--- config.mk ---
export PLATFORM = sky130hd
export DESIGN_NAME = seq_ctrl
export DESIGN_NICKNAME = d
export VERILOG_FILES = /design/src/rtl/seq_ctrl.sv
export SDC_FILE = /design/constraint.sdc
export NUM_CORES = 1
export LEC_CHECK = 0
export CORE_MARGIN = 5
export CORE_UTILIZATION = 52
export DETAILED_ROUTE_END_ITERATION = 12
export PLACE_DENSITY = 0.83
export SLEW_MARGIN = 20
export SYNTH_ARGS = -nofsm -noshare
export SYNTH_HDL_FRONTEND = slang
export SYNTH_SLANG_ARGS = --single-unit
--- constraint.sdc ---
create_clock -name clk -period 2.2 [get_ports clk]
set_input_delay 0.22 -clock clk [delete_from_list [all_inputs] [get_ports clk]]
set_output_delay 0.22 -clock clk [all_outputs]
set_load 0.005 [all_outputs]
--- src/rtl/seq_ctrl.sv ---
// rtl/seq_ctrl.sv - multi-step power-up sequencer with masking, timeouts, retries and abort
module seq_ctrl #(
  parameter int          NUM_SEQ     = 4,
  parameter logic [31:0] RDY_CYCLES  = 32'd1000,
  parameter logic [31:0] DONE_CYCLES = 32'd100000,
  parameter int          MAX_RETRIES = 0,
  parameter bit          AUTO_START  = 1'b1,
  parameter int          IDX_W       = (NUM_SEQ > 1) ? $clog2(NUM_SEQ) : 1
) (
  input  logic               clk,
  input  logic               rst,
  input  logic               start,
  input  logic               abort,
  input  logic [NUM_SEQ-1:0] enable_mask,
  input  logic [NUM_SEQ-1:0] seq_rdy,
  input  logic [NUM_SEQ-1:0] seq_done,
  output logic [NUM_SEQ-1:0] seq_start,
  output logic [IDX_W-1:0]   step_idx,
  output logic               busy,
  output logic               done,
  output logic [NUM_SEQ-1:0] ok_flags,
  output logic [NUM_SEQ-1:0] timeout_flags,
  output logic               aborted
);

  typedef enum logic [1:0] {IDLE, ARM, RUN, FINISHED} state_t;

  state_t             state_q, state_d;
  logic [IDX_W-1:0]   idx_q, idx_d;
  logic [31:0]        cnt_q, cnt_d;
  logic [3:0]         retry_q, retry_d;
  logic [NUM_SEQ-1:0] mask_q, mask_d;
  logic [NUM_SEQ-1:0] ok_q, ok_d;
  logic [NUM_SEQ-1:0] to_q, to_d;
  logic               aborted_q, aborted_d;
  logic               auto_q;

  // Returns {found, index} of the lowest set bit of m at or above lo.
  function automatic logic [IDX_W:0] pick(input logic [NUM_SEQ-1:0] m, input int lo);
    logic [IDX_W:0] r;
    r = '0;
    for (int i = NUM_SEQ - 1; i >= 0; i--) begin
      if (m[i] && i >= lo) r = {1'b1, IDX_W'(i)};
    end
    return r;
  endfunction

  always_ff @(posedge clk) begin
    if (rst) begin
      state_q   <= IDLE;
      idx_q     <= '0;
      cnt_q     <= '0;
      retry_q   <= '0;
      mask_q    <= '0;
      ok_q      <= '0;
      to_q      <= '0;
      aborted_q <= 1'b0;
      auto_q    <= AUTO_START;
    end else begin
      state_q   <= state_d;
      idx_q     <= idx_d;
      cnt_q     <= cnt_d;
      retry_q   <= retry_d;
      mask_q    <= mask_d;
      ok_q      <= ok_d;
      to_q      <= to_d;
      aborted_q <= aborted_d;
      auto_q    <= 1'b0;
    end
  end

  always_comb begin
    logic [IDX_W:0] nxt;
    logic [IDX_W:0] first;
    logic           adv;
    state_d   = state_q;
    idx_d     = idx_q;
    cnt_d     = cnt_q;
    retry_d   = retry_q;
    mask_d    = mask_q;
    ok_d      = ok_q;
    to_d      = to_q;
    aborted_d = aborted_q;
    adv       = 1'b0;
    nxt       = pick(mask_q, int'(idx_q) + 1);
    first     = pick(enable_mask, 0);
    case (state_q)
      IDLE, FINISHED: begin
        if (start || auto_q) begin
          mask_d    = enable_mask;
          ok_d      = '0;
          to_d      = '0;
          aborted_d = 1'b0;
          retry_d   = '0;
          cnt_d     = RDY_CYCLES;
          if (first[IDX_W]) begin
            idx_d   = first[IDX_W-1:0];
            state_d = ARM;
          end else begin
            state_d = FINISHED;
          end
        end
      end
      ARM: begin
        if (abort) begin
          state_d   = FINISHED;
          aborted_d = 1'b1;
        end else if (seq_rdy[idx_q]) begin
          state_d = RUN;
          cnt_d   = DONE_CYCLES;
        end else if (cnt_q == 32'd0) begin
          to_d[idx_q] = 1'b1;
          adv         = 1'b1;
        end else begin
          cnt_d = cnt_q - 32'd1;
        end
      end
      RUN: begin
        if (abort) begin
          state_d   = FINISHED;
          aborted_d = 1'b1;
        end else if (seq_done[idx_q]) begin
          ok_d[idx_q] = 1'b1;
          adv         = 1'b1;
        end else if (cnt_q == 32'd0 && int'(retry_q) < MAX_RETRIES) begin
          retry_d = retry_q + 4'd1;
          state_d = ARM;
          cnt_d   = RDY_CYCLES;
        end else if (cnt_q == 32'd0) begin
          to_d[idx_q] = 1'b1;
          adv         = 1'b1;
        end else begin
          cnt_d = cnt_q - 32'd1;
        end
      end
      default: state_d = IDLE;
    endcase
    // Skipped steps cost nothing: jump straight to the next enabled index.
    if (adv) begin
      if (nxt[IDX_W]) begin
        idx_d   = nxt[IDX_W-1:0];
        state_d = ARM;
        cnt_d   = RDY_CYCLES;
        retry_d = '0;
      end else begin
        state_d = FINISHED;
      end
    end
  end

  always_comb begin
    busy          = (state_q == ARM) || (state_q == RUN);
    done          = (state_q == FINISHED);
    step_idx      = idx_q;
    ok_flags      = ok_q;
    timeout_flags = to_q;
    aborted       = aborted_q;
    seq_start     = '0;
    for (int i = 0; i < NUM_SEQ; i++) begin
      seq_start[i] = (state_q == RUN) && (idx_q == IDX_W'(i));
    end
  end

endmodule

**Yosys cells after proc, flatten, opt, wreduce, memory -nomap -nowiden**

Cells that the tools add are included.
Widths: inputs -> output; s select.

- Reduce and logical (&&, ||, !) cells: 22
- Eq/ne operators: 16
- Muxes and demuxes: 56
- Magnitude comparators: 6
- Bitwise logic cells: 2
- Add/subtract/negate cells: 2

Operators by type and width:

| operator | number |
|---|---|
| $mux 32 | 8 |
| $pmux 32 s3 | 1 |
| $logic_not 32->1 | 1 |
| $mux 4 | 8 |
| $sub 32x1->32 const B | 1 |
| $mux 2 | 12 |
| $mux 3 | 8 |
| $ne 2x2->1 const B | 6 |
| $pmux 4 s3 | 1 |
| $mux 1 | 11 |
| $logic_and 1x1->1 | 9 |
| $eq 2x2->1 const B | 4 |
| $or 4x4->4 | 2 |
| $pmux 4 s2 | 1 |
| $ge 1x3->1 const A | 2 |
| $ge 2x3->1 const A | 2 |
| $ne 3x3->1 const B | 2 |
| $pmux 2 s3 | 1 |
| $reduce_and 5->1 | 1 |
| $bmux 1 s2 | 2 |
| $eq 2x1->1 const B | 2 |
| $logic_not 2->1 | 2 |
| $ne 4x4->1 const B | 1 |
| $pmux 1 s2 | 2 |
| 11 further kinds | 14 |

- Bits of input ports: 16
- Bits in registers: 50
- Output and inout bits: 17
- Word-level logic and storage cells: 112

**Logic depth before layout (Yosys ltp)**

Gate-level depths: netlist (run 1).

- Word-level depth: 9
- Mapped depth: 10
- Gate-level depth less buffers: 8

**Worst setup path before layout (run 1)**

Ideal clock, no wire load.

- Kind: register to register
- Start point: register cnt_q[7]
- End point: register cnt_q[26]
- Clock period less this slack: 2,357 ps
- Arrival: 2,224 ps
- Required time: 2,067 ps
- Buffers on the path: 3
- Slack: -157 ps
- Setup time: 133 ps
- Cell stages (with the launch flop): 10
- Path through: dfxtp_1 buf_2 or4_1 nor4_4 nand4_1 a211o_1 nand2b_1 buf_6 buf_6 a31oi_1

- Longest elaborated chain between the ends: 7
- Elaborated cells on any way between the ends: 16
- Those cells by class: 1 x add/sub; 14 x mux; 1 x reduce/logical

Ends and longest elaborated chain:

| element | line | text |
|---|---|---|
| start, declared | 30 | `logic [31:0] cnt_q, cnt_d;` |
| start signal, assigned | 62 | `cnt_q <= cnt_d;` |
| $sub 32x1->32 / $logic_not 32->1 (equally long branches) | - |  |
| $mux 32 | 111, 129 |  |
| $mux 32 (on tied branches) | 122, 108 |  |
| $mux 32 (on tied branches) | 119, 105 |  |
| $pmux 32 s3 | 87 | `case (state_q)` |
| $mux 32 | 140 | `if (nxt[IDX_W]) begin` |
| $mux 32 * | 139 | `if (adv) begin` |

Mark *: on every way between the ends. The rest lies on a longest branch, timed or not.
A chain may end at the register's enable or synchronous reset.

**Final worst setup path (run 1)**

- Start point: register cnt_q[18]
- End point: register cnt_q[17]

- Longest elaborated chain between the ends: 7
- Elaborated cells on any way between the ends: 15
- Those cells by class: 14 x mux; 1 x reduce/logical

Ends and longest elaborated chain:

| element | line |
|---|---|
| $logic_not 32->1 * | 111, 129 |
| $mux 32 | 111, 129 |
| $mux 32 (on tied branches) | 122, 108 |
| $mux 32 (on tied branches) | 119, 105 |
| $pmux 32 s3 | 87 |
| $mux 32 | 140 |
| $mux 32 * | 139 |

Marked as above.

==> flow_summary.yaml, run 1 <==
final_layout:
  fin_nets: 618
  final_cell_mix: "118 x buf_4, 52 x nor2_1, 44 x dfxtp_1, 32 x clkdlybuf4s50_1, 30 x nand2_1"
  multi_input_area_sq_mm: 0.00258
  area_growth_syn_to_layout_pct: 50.8
  fill_cells: 421
  seqCellArea_sq_um: 990
  final_util_pct: 81.3
  antenna_cells: 0
  mostFrequentLayoutCell: "buf_4"
  instances_no_fill: 676
  layout-drive-gt1-share_pct: 36.2
clock_network:
  clk_path_buf_depth: 2
  cts_root_buf: "clkbuf_8"
  cts_tree: "yes"
  clock-sinks: 49
  h-tree-depth: 2
  clkLatencyLatePin_ns: 0.30
  numCtsBuffers: 5
  holdBufCountCts: 0
  cts.clk_slew.worst_paths_ns: 0.10
critical_path:
  cp.depth: 8
  cp_data_arrival_time_ns: 2.61
  path_cells: "or4_4, nor4_4, nand4_1, a211o_1, nand2b_4, buf_6, buf_12, a31oi_1"
  cpLargestDelayFamily: "simple AND/OR/NAND/NOR gates"
  end_kind: "flip-flop"
  crit_fanout: 7
  rr_worst_depth: 8
  slowest_stage: "or4_4"
  worstSetupStartpointType: "flip-flop"
  slowest_delay_ns: 0.57
  required_ns: 2.37
  crit_type: "flip-flop to flip-flop"
  critical_path_buf_inv_count: 2
floorplan:
  initial_core_util_pct: 53.9
  die-height_microns: 91.6
  die_area_sq_mm: 0.00839
  io-pin-count: 33
  die_w_microns: 91.6
  row_count: 29
  core_area_sq_mm: 0.00642
sta:
  fmax_mhz: 411
  worst_slack_ns: -0.234
  finalCritPeriodShare_pct: 111
  max_slew_margin_pct: 66.4
  finalSetupViolCount: 35
  hold_slack_ns: 0.480
  hold_viol: 0
  slew_viol_final: 0
  layout_min_cycle_time_ns: 2.43
  tightest_slew_ns: 0.502
  fin_skew_ns: 0.00826
  rsz0062_at_grt: "true"
power_and_ir_drop:
  power.share.sequential_pct: 18.5
  ir_drop_v: 0.000822
  pwr-share-clk_pct: 10.8
  leakagePower_uw: 0.00204
  p_int_uw: 3340
  combPwrFrac_pct: 70.7
  p_per_area_mw_per_mm2: 1190
  switchingPower_uw: 2890
  switching_share_pct: 46.3
  p_total_uw: 6230
global_routing:
  groute.usage.overall_pct: 31.5
  grt_max_degree: 21
  grt_pass1_wl_microns: 21500
  grt_pass1_vias: 4218
  antenna_found_initial: 0
  grt-ovfl-total: 0
detailed_routing:
  vias: 4579
  drt-total-wl_microns: 14000
  drt_pass1_iterations: 5
  wl_per_cell_microns: 20.7
  route.detailed.drc: 0
  via_per_inst: 6.77
  ant_nets: 0
  drt_iter0_drc: 524
synth:
  avgSynthCellArea_sq_um: 7.51
  yosysSeqAreaShare_pct: 28.3
  synth-edff-count: 0
  synth_cells: 461
  yosys.area.top_type: "dfxtp_1"
  synth_fp_nets: 481
  synth_cell_type_count: 69
  synth_area_sq_mm: 0.00346
  synth_top_area_share_pct: 28.3
  synthFlopType: "dfxtp_1"
  yosys_warnings: 0
  synth_area_leaders: "dfxtp_1 28%, a21oi_1 6.4%, nor2_1 6.0%"
  async_flop_share_pct: 0
  synth-seq-cells: 49
placed_design:
  dp_hpwl_microns: 9570
  place_congestion: 0.947
  post-place-ws_ns: -0.325
  port_buffers: 32
  placedCellCount: 657
min_path:
  hold_path.class: "flip-flop to flip-flop"
  min_delay_path_depth: 2
run_status:
  status: "finished with violations"
  violations: "negative setup slack"
job:
  cap_violations: 0
## per-layer routing
| metal | global-route usage (%) | share of wire, % | wire [microns] |
|---|---|---|---|
| met4 | 10.2 | 2.8 | 389 |
| met3 | 5.95 | 11 | 1510 |
| met5 | 0 | 0 | 0 |
| met2 | 49.7 | 46 | 6420 |
| met1 | 43.4 | 41 | 5690 |
## cells by family (layout without fill, tap and decap cells)
group | Yosys count | after routing | synth area share [%]
flops | 49 | 49 | 28.3
buf+inv | 43 | 181 | 5.57
mux | 9 | 9 | 3.04
compound gates | 161 | 161 | 31.7
fa+ha+maj | 4 | 4 | 1.45
simple gates | 195 | 195 | 30.0
## power groups by stage
| stage | Clock (uW) | Combinational (uW) | Sequential [uW] |
|---|---|---|---|
| 3_3_place_gp | 0 | 3720 | 1150 |
| 5_1_grt | 708 | 4620 | 1180 |
| 3_5_place_dp | 0 | 3780 | 1150 |
| 4_1_cts | 669 | 4050 | 1140 |
| 2_1_floorplan | 0 | 2020 | 1150 |
| 6_report | 671 | 4400 | 1150 |
## tightest hold or removal path, cell delays in order, from the launching register on
cell	delay [ns]
dfxtp_1	0.33
nand2_1	0.06
a21oi_1	0.05
## repair_timing
action	in CTS	in global routing
resized for setup	42	26
setup endpoints to repair	38	46
setup buffers	8	2
pin swaps	14	15
gates cloned	3	0
## stage by stage
stage	setup TNS (ns)	cell area, sq um
5_1_grt	-6.59	5220
3_3_place_gp	-6.97	4700
2_1_floorplan	-2.02	3540
4_1_cts	-4.18	5110
3_5_place_dp	-8.32	4700
6_report	-6.10	5220
## synth_stat cells, types with 8 or more instances
library cell and count:
clkbuf_1 21, and2_1 8, dfxtp_1 49, nand4_1 9, nand3_1 16, nor2b_1 8, a211oi_1 9, o21ai_0 23
nor2_1 55, inv_1 11, nand2_1 32, nor4_1 9, a21oi_1 44, or4_1 11, nor3_1 11, a31oi_1 16
## final cells by class
cell class                 instances  share of cell area [%]
timing repair buffer             162                    26.8
clock buffer                       6                    1.39
tap                               77                    1.85
multi-input combinational        369                    49.5
clock inverter                     2                   0.743
sequential                        49                    19.0
inverter                          11                   0.791
## flip-flops by register name, indices dropped and copies added (netlist names)
register and count:
step_idx 2, mask_q 3, state_q 2, auto_q 1, ok_flags 4, timeout_flags 4
aborted 1, cnt_q 32
## worst paths after layout
path,from,end,slack [ns]
min reg2reg,mask_q[2],mask_q[2],0.48
max,cnt_q[18],cnt_q[17],-0.23
max reg2reg,cnt_q[18],cnt_q[17],-0.23
min,mask_q[2],mask_q[2],0.48
Note: power is estimated with default switching activity, not from simulation.
==> inputs of run 2 (changes only) <==
==> constraint.sdc (replaced) <==
create_clock -name clk -period 2.2 [get_ports clk]
set_input_delay 0.22 -clock clk [delete_from_list [all_inputs] [get_ports clk]]
set_output_delay 0.22 -clock clk [all_outputs]
set_load 0.01 [all_outputs]
==> run 2 against run 1 <==
Net effect:
- the run still ends with negative setup slack left
- critical path depth is 1 higher
- combinational power is 6.8% higher
- sequential cell count stayed put
- clock skew is 0.0020 ns lower
- clock power is 3.3% lower
- largest power group unchanged
- core utilization is 2.2 points higher
- setup slack better by 0.0078 ns
==> flow_summary.yaml, run 2 (synthesis results as in run 1) <==
power_and_ir_drop:
  p_total_uw: 6500
  p_per_area_mw_per_mm2: 1210
  leakagePower_uw: 0.00207
  ir_drop_v: 0.000819
sta:
  fmax_mhz: 412
  setup_tns_ns: -5.10
  finalSetupViolCount: 34
  max_slew_margin_pct: 65.7
  finalCritPeriodShare_pct: 110
  layout_min_cycle_time_ns: 2.43
  worst_slack_ns: -0.226
  rsz0062_at_grt: "true"
  hold_viol: 0
  slew_viol_final: 0
  tightest_slew_ns: 0.515
  hold_slack_ns: 0.482
  fin_skew_ns: 0.00621
clock_network:
  h-tree-depth: 2
  cts.clk_slew.worst_paths_ns: 0.10
  clkLatencyLatePin_ns: 0.30
  clock-sinks: 49
  numCtsBuffers: 5
  cts_root_buf: "clkbuf_8"
  cts_tree: "yes"
  clk_path_buf_depth: 2
detailed_routing:
  drt_pass1_iterations: 7
  wl_per_cell_microns: 21.4
  via_per_inst: 6.79
  route.detailed.drc: 0
  ant_nets: 0
  drt_iter0_drc: 575
  drt-total-wl_microns: 14400
  vias: 4569
floorplan:
  die-height_microns: 91.6
  die_area_sq_mm: 0.00839
  core_area_sq_mm: 0.00642
  die_w_microns: 91.6
  io-pin-count: 33
  initial_core_util_pct: 53.9
  row_count: 29
critical_path:
  required_ns: 2.38
  crit_fanout: 7
  end_kind: "flip-flop"
  r2r_slack_ns: -0.23
  rr_worst_depth: 9
  crit_type: "flip-flop to flip-flop"
  cp_data_arrival_time_ns: 2.61
  worstSetupStartpointType: "flip-flop"
  r2r-end: "cnt_q[15]"
  r2r_start: "state_q[0]"
  crit_start: "state_q[0]"
  endpoint: "cnt_q[15]"
placed_design:
  place_congestion: 0.966
  placed_area_sq_mm: 0.00468
  port_buffers: 32
  post-place-ws_ns: -0.264
  dp_hpwl_microns: 9850
global_routing:
  grt-ovfl-total: 0
  grt_pass1_wl_microns: 21900
  grt_pass1_vias: 4383
  antenna_found_initial: 0
  groute.usage.overall_pct: 32.1
  grt_max_degree: 20
final_layout:
  area_growth_syn_to_layout_pct: 54.9
  fin_nets: 616
  mostFrequentLayoutCell: "buf_4"
  multi_input_area_sq_mm: 0.00272
  top_register: "cnt_q"
  largest_reg_flops: 32
  antenna_cells: 0
  fin_area_sq_mm: 0.00536
  final_cell_mix: "112 x buf_4, 50 x nor2_1, 43 x dfxtp_1, 31 x nand2_1, 31 x clkdlybuf4s50_1"
  fill_cells: 412
  layout-drive-gt1-share_pct: 39.9
  seqCellArea_sq_um: 988
run_status:
  violations: "negative setup slack"
  status: "finished with violations"
job:
  cap_violations: 0
min_path:
  hold_path.class: "flip-flop to flip-flop"
-- run 2: worst min-delay path by stage --
| stage | startpoint | end | cells past startpoint |
|---|---|---|---|
| floorplan | rst | auto_q | 0 |
| global placement | ok_flags[3] | ok_flags[3] | 2 |
| detailed placement | ok_flags[3] | ok_flags[3] | 2 |
| CTS | mask_q[2] | mask_q[2] | 2 |
| global route | mask_q[2] | mask_q[2] | 2 |
| finish | ok_flags[2] | ok_flags[2] | 2 |
-- run 2: cell type report --
cell class	instances	area share [%]
Inverter	11	0.770
Clock inverter	2	0.653
Tap cell	77	1.80
Multi-Input combinational cell	369	50.8
Clock buffer	5	1.28
Timing Repair Buffer	160	26.3
Sequential cell	49	18.4
-- run 2: per-stage QoR --
| stage | util, % | cells |
|---|---|---|
| global route | 83.5 | 673 |
| detailed placement | 72.9 | 652 |
| CTS | 79.9 | 670 |
| global placement | 72.9 | 652 |
| floorplan | - | 461 |
| finish | 83.5 | 673 |
-- run 2: worst max-delay path, cell delays in order (launching register included) --
cell and delay, ns:
dfxtp_1 0.34, inv_1 0.09, ha_2 0.25, nor2b_1 0.45, nand2_1 0.30, a211o_1 0.41
nand2b_4 0.15, buf_12 0.13, buf_16 0.13, a21oi_2 0.03
-- run 2: timing repair --
item	4_1_cts	5_1_grt
pin swaps	23	24
gates cloned	3	0
setup buffers	9	7
setup endpoints to repair	40	40
gates resized for setup	48	55
hold buffers	0	0
-- run 2: layer usage --
layer	global-route usage (%)	vias to the layer above	wire length, microns
li1	-	2029	-
met1	43.3	2147	5720
met2	50.0	338	6540
met3	7.44	55	1650
met4	11.6	0	518
met5	0	-	0
-- run 2: where the power goes --
part | internal [uW] | switching [uW] | leakage, uW
sequential | 1040 | 112 | 0.000402
clock | 332 | 318 | 0.0000540
combinational | 2070 | 2630 | 0.00161
total | 3440 | 3060 | 0.00207
